===== config.mk =====
export PLATFORM = sky130hd
export DESIGN_NAME = mul8_seq_ctrl
export DESIGN_NICKNAME = d
export VERILOG_FILES = /design/src/rtl/mul8_seq_ctrl.sv
export SDC_FILE = /design/constraint.sdc
export NUM_CORES = 1
export LEC_CHECK = 0
export ABC_AREA = 1
export CAP_MARGIN = 30
export CORE_MARGIN = 5
export CORE_UTILIZATION = 35
export CTS_BUF_LIST = sky130_fd_sc_hd__clkbuf_8 sky130_fd_sc_hd__clkbuf_16
export CTS_CLUSTER_DIAMETER = 200
export DETAILED_ROUTE_END_ITERATION = 7
export PLACE_DENSITY = 0.6
export SLEW_MARGIN = 20
export SYNTH_ARGS = -nofsm -noshare
export SYNTH_HDL_FRONTEND = slang
export SYNTH_SLANG_ARGS = --single-unit

===== constraint.sdc =====
create_clock -name clk -period 3 [get_ports clk]
set_input_delay 0.45 -clock clk [delete_from_list [all_inputs] [get_ports clk]]
set_output_delay 0.45 -clock clk [all_outputs]
set_load 0.05 [all_outputs]

===== src/rtl/mul8_seq_ctrl.sv =====
`default_nettype none
// ============================================================================
// Module   : mul8_seq_ctrl
// Purpose  : Sequential 8x8 unsigned multiplier controller. Walks the four
//            nibble pairs of an operand pair through an external 4x4
//            combinational array multiplier, one pair per cycle, and sums
//            the shifted 8-bit partial products into a 16-bit result.
//            Operands and result each use a valid/ready handshake.
// Revision : 1.0 - initial release
// ============================================================================
module mul8_seq_ctrl #(
  parameter int ZERO_BYPASS = 1
) (
  input  logic        clk,
  input  logic        rst_n,
  input  logic        in_valid,
  output logic        in_ready,
  input  logic [7:0]  a,
  input  logic [7:0]  b,
  output logic [3:0]  nib_a,
  output logic [3:0]  nib_b,
  input  logic [7:0]  pp,
  output logic        out_valid,
  input  logic        out_ready,
  output logic [15:0] product,
  output logic        busy
);

  localparam bit BYPASS_EN = (ZERO_BYPASS != 0);

  typedef enum logic [1:0] {
    IDLE = 2'd0,
    MUL  = 2'd1,
    DONE = 2'd2
  } state_t;

  state_t      state;
  state_t      state_nxt;
  logic [1:0]  step;
  logic [7:0]  a_r;
  logic [7:0]  b_r;
  logic [15:0] acc;

  logic        accept;
  logic        zero_op;
  logic [15:0] pp_term;

  // Handshake qualifiers; a zero operand is detected on the raw inputs so the
  // bypass decision is taken on the accepting edge itself.
  assign accept  = in_valid && (state == IDLE);
  assign zero_op = (a == 8'd0) || (b == 8'd0);

  // Status outputs decode directly from the state register.
  assign in_ready  = (state == IDLE);
  assign out_valid = (state == DONE);
  assign busy      = (state != IDLE);

  // The accumulator is the product register: it is stable throughout DONE
  // and keeps its value after the result handshake until the next accept.
  assign product = acc;

  // State register.
  always_ff @(posedge clk or negedge rst_n) begin
    if (!rst_n) begin
      state <= IDLE;
    end else begin
      state <= state_nxt;
    end
  end

  // Next-state decode plus nibble selection and partial-product alignment.
  always_comb begin
    state_nxt = state;
    nib_a     = 4'd0;
    nib_b     = 4'd0;
    pp_term   = 16'd0;
    case (state)
      IDLE: begin
        if (accept) begin
          if (BYPASS_EN && zero_op) begin
            state_nxt = DONE;
          end else begin
            state_nxt = MUL;
          end
        end
      end
      MUL: begin
        case (step)
          2'd0: begin
            nib_a   = a_r[3:0];
            nib_b   = b_r[3:0];
            pp_term = {8'd0, pp};
          end
          2'd1: begin
            nib_a   = a_r[7:4];
            nib_b   = b_r[3:0];
            pp_term = {4'd0, pp, 4'd0};
          end
          2'd2: begin
            nib_a   = a_r[3:0];
            nib_b   = b_r[7:4];
            pp_term = {4'd0, pp, 4'd0};
          end
          default: begin
            nib_a   = a_r[7:4];
            nib_b   = b_r[7:4];
            pp_term = {pp, 8'd0};
          end
        endcase
        if (step == 2'd3) begin
          state_nxt = DONE;
        end
      end
      DONE: begin
        if (out_ready) begin
          state_nxt = IDLE;
        end
      end
      default: begin
        state_nxt = IDLE;
      end
    endcase
  end

  // Operand capture, step counter and accumulation. The largest possible
  // sum is 0xFE01, so the 16-bit accumulator never wraps.
  always_ff @(posedge clk or negedge rst_n) begin
    if (!rst_n) begin
      a_r  <= 8'd0;
      b_r  <= 8'd0;
      acc  <= 16'd0;
      step <= 2'd0;
    end else if (accept) begin
      a_r  <= a;
      b_r  <= b;
      acc  <= 16'd0;
      step <= 2'd0;
    end else if (state == MUL) begin
      acc  <= acc + pp_term;
      step <= step + 2'd1;
    end
  end

endmodule
`default_nettype wire

==> results <==
- The run finished with clean final reports.
- Across the run, the number of max-cap violations was 0.
- After synthesis, the cell types taking the most area are dfrtp_1, nand2_1, ha_1.
- After synthesis, the netlist uses 31 different library cells.
- The power density relative to cell area is 1020 mW/mm^2.
- In this run, CTS created clock tree buffers numbering 5.
- The slew at the pin with the worst max-slew slack is around 800 ps.
- The first global-routing pass estimated 12,000 microns of wire.
- After global routing, the most crowded layer is met2.
- The detailed-routing iteration count for the pre-antenna-repair pass is 4.
- The deepest level of the CTS H-tree is 2.
- The number of buffers inserted to repair setup after CTS is 0.
- After clock tree synthesis, the repair step resized 0 gates.
- The critical path goes through inv_1, ha_1, nor2_1, o21ai_0, nor2_1, dlymetal6s2s_1.
- The initial antenna violation count is 0.
- Setup total negative slack on the finished layout was measured at 0 ps.
- Setup repair after global routing left no endpoint under its margin.
- The via count is roughly 2,700.
- The startpoint identified for the worst register-to-register timing path is state[1].
- The endpoint identified for the worst register-to-register timing path is product[15].
- The cell with the largest stage delay on the worst path is dlymetal6s2s_1.
- The worst setup skew after layout is roughly 14 ps.
- The repair_antennas step left the layout with diodes totalling 0.
- The largest total area in the synthesized netlist belongs to dfrtp_1.
- Yosys mapped a number of flops with a built-in enable equal to 0.
- The initial utilization of the core area, before any placement, comes to 35.4%.
- Measured against its own limit, the worst slew margin works out to 46.5%.
- The average wire per cell in the routed design is between 10 and 15 microns.
- The routed design has between 7000 and 8000 microns of wire.
- Yosys printed 0 warnings.
- The worst slack after detailed placement is roughly 370 ps.
- The worst path required time is 2550 ps.
- nand2_1 is the most common cell in the netlist.
- The clock transition at the registers of the reported paths is roughly 90 ps.
- The die is ~100 microns tall.
- Across the VDD grid, the largest voltage drop is between 0.0005 and 0.0006 V.
- In this run the clock root is driven by a clkbuf_8.
- The floorplan step defined a die boundary enclosing around 0.0095 sq mm.
- During I/O placement, the number of pins put on the boundary was 55.
- The tightest min-delay check is of the in -> async type.
- The count of final hold-check violations is 0.
- The clock latency at the later pin of the worst-skew pair is approximately 310 ps.
- Relative to the synthesized area, the layout overhead comes to 28.1%.
- The top-area cell type share of the netlist area is approximately a third.
- The detail route stage leaves a number of antenna-violating nets equal to 0.
- The average cell area after synthesis is 6.62 sq um.
- The number of nets handed over by synthesis was 456.
- Entering global routing, the biggest net connects 37 pins.
- For this design, the CTS-stage hold fixing added 0 buffers.
- Port buffering added 54 buffers.
- The number of nets in the layout is just over 500.
- The area of the core is 0.00761 sq mm.
- After synthesis, the share of flip-flops with an asynchronous set or reset is 100%.
- STA classifies the critical path startpoint as a flop.
- Among all flip-flop cells after synthesis, the most frequent one is dfrtp_1.
- The path type of the worst setup path is reg -> out.
- In this run, the number of DRC markers left after iteration 0 of detailed routing was around 110.
- The number of standard-cell rows in the floorplan is 32.
- The via count of the first global-routing pass is 2,543.
- The maximum number of buffers from clock root to sink is 2.
- The final estimated routing congestion in global placement is a little under 0.9.
- Measured along the x axis, the die boundary spans ~98 microns.
- The met3 routing resource usage after global routing is under 10%.
- The synthesized design contains 36 register bits.
- The largest stage delay on the critical path is between 400 and 500 ps.
- Sorting the synthesized cells by how often they occur yields nand2_1, inv_1, dfrtp_1, nor2_1, ha_1.
- The worst-case register-to-register setup slack is between 400 and 500 ps.
- The final clock period utilization by the worst path is a little under nine tenths.
- The smallest clock period supported by the final layout is computed as ~2600 ps.
- The cell area that synthesis handed to floorplanning was ~0.0027 sq mm.
- The most frequent cell on the critical path is nor2_1.
- For this run, the total global-route usage over all layers was measured as roughly 15%.
- For met1 alone, demand over resource in global routing was 20.5%.
- In the routed design, unresolved DRC markers number 0.
- The HPWL after detailed placement is about 5400 microns.
- The top achievable clock speed is 387 MHz.
- After synthesis, flip-flops and latches occupy approximately a third of the total area.
- The final-report max-slew violation count is 0.
- In this run the static leakage power is ~2.0 nW.
- After detailed routing, the number of vias per cell comes to between 4 and 5.
- The clock tree from TritonCTS is built.
- The proportion of layout cells with a drive suffix above 1 is 4.09%.
- The total overflow left after global routing is 0.
- Data on the critical path arrives at its endpoint at around 2100 ps.
- The end-of-flow core utilization is about 45%.
- Setup violations remaining at the end of the flow were counted as 0.
- Counting cells, the worst reg-to-reg path comes to 14.
- The met2 demand-to-capacity share in global routing is between 20% and 30%.
- Once routing completed, OpenROAD measured the worst setup slack at 417 ps.
- In this run the worst path has a maximum fanout of 7.
- The instance count of the mapped netlist is 407.
- STA classifies the critical path endpoint as an output port.
- The count of clock tree sinks is 36.
==> through the flow <==
stage                     area, sq um  hold WS (ps)  total power [mW]  instances
after floorplan                  2690           154              2.45        407
after global placement           3320           460              3.06        558
after detailed placement         3320           461              3.08        558
after CTS                        3430           272              3.54        566
after global routing             3450           310              3.81        566
final                            3450           222              3.50        566
==> cells in the final DEF, fill, tap and decap left out, types with 2 or more instances in the layout <==
cell type,n
o21ai_1,2
clkdlybuf4s50_1,45
inv_1,55
dlymetal6s2s_1,8
nand3_1,16
dfrtp_1,36
inv_2,2
or2_1,3
nor3_1,7
clkbuf_8,5
a21oi_1,16
nor2_1,36
a22o_1,2
nand2_1,165
o32ai_1,3
ha_1,20
nand3b_1,4
nand2_2,2
nor4_1,4
o21ai_0,18
==> worst max-delay path by stage <==
stage / from / end / cells past startpoint
after CTS: step[0] / nib_a[0] / 6
after detailed placement: step[0] / nib_a[0] / 6
final: step[0] / nib_a[0] / 6
after floorplan: step[0] / product[15] / 13
after global routing: state[1] / product[14] / 12
after global placement: step[0] / nib_a[0] / 6
==> flip-flops by register name, summed over array words and instances, names as in the netlist <==
signal / flops
product: 16
b_r: 8
state: 2
step: 2
a_r: 8
==> cell type report <==
type / instances / area (sq um)
fill: 800 / 4160
multi-input combinational: 308 / 1530
sequential: 36 / 901
timing repair buffer: 55 / 563
inverter: 57 / 219
tap: 102 / 128
clock buffer: 5 / 68.8
clock inverter: 3 / 38.8
==> routing by layer <==
layer / routed length [microns] / vias to the layer above
met5: 0 / -
met4: 60 / 0
met1: 3350 / 1189
met3: 394 / 6
met2: 3200 / 69
li1: - / 1389
==> report_power, final <==
group | total [mW] | leakage [nW] | internal [mW] | switching (mW)
clock | 0.448 | 0.0593 | 0.244 | 0.204
sequential | 0.850 | 0.465 | 0.691 | 0.158
combinational | 2.20 | 1.48 | 0.715 | 1.49
==> worst max-delay path, delay by kind of cell (launching register included) <==
kind | cells | cell delay, ps
AOI/OAI and AO/OA | 1 | 120
and+or+nand+nor | 2 | 440
adders and majority gates | 1 | 310
buffers and inverters | 2 | 540
DFF | 1 | 430
==> logic make-up (layout without fill, tap and decap cells) <==
logic type                 count (synthesis)  after routing  synth area share (%)
and+or+nand+nor                          243            243                  37.7
buffers and inverters                     63            120                  9.67
AOI/OAI and AO/OA                         44             44                  9.16
DFF                                       36             36                  33.5
adders and majority gates                 21             21                  10.0
Power figures use the tool's default switching activity.
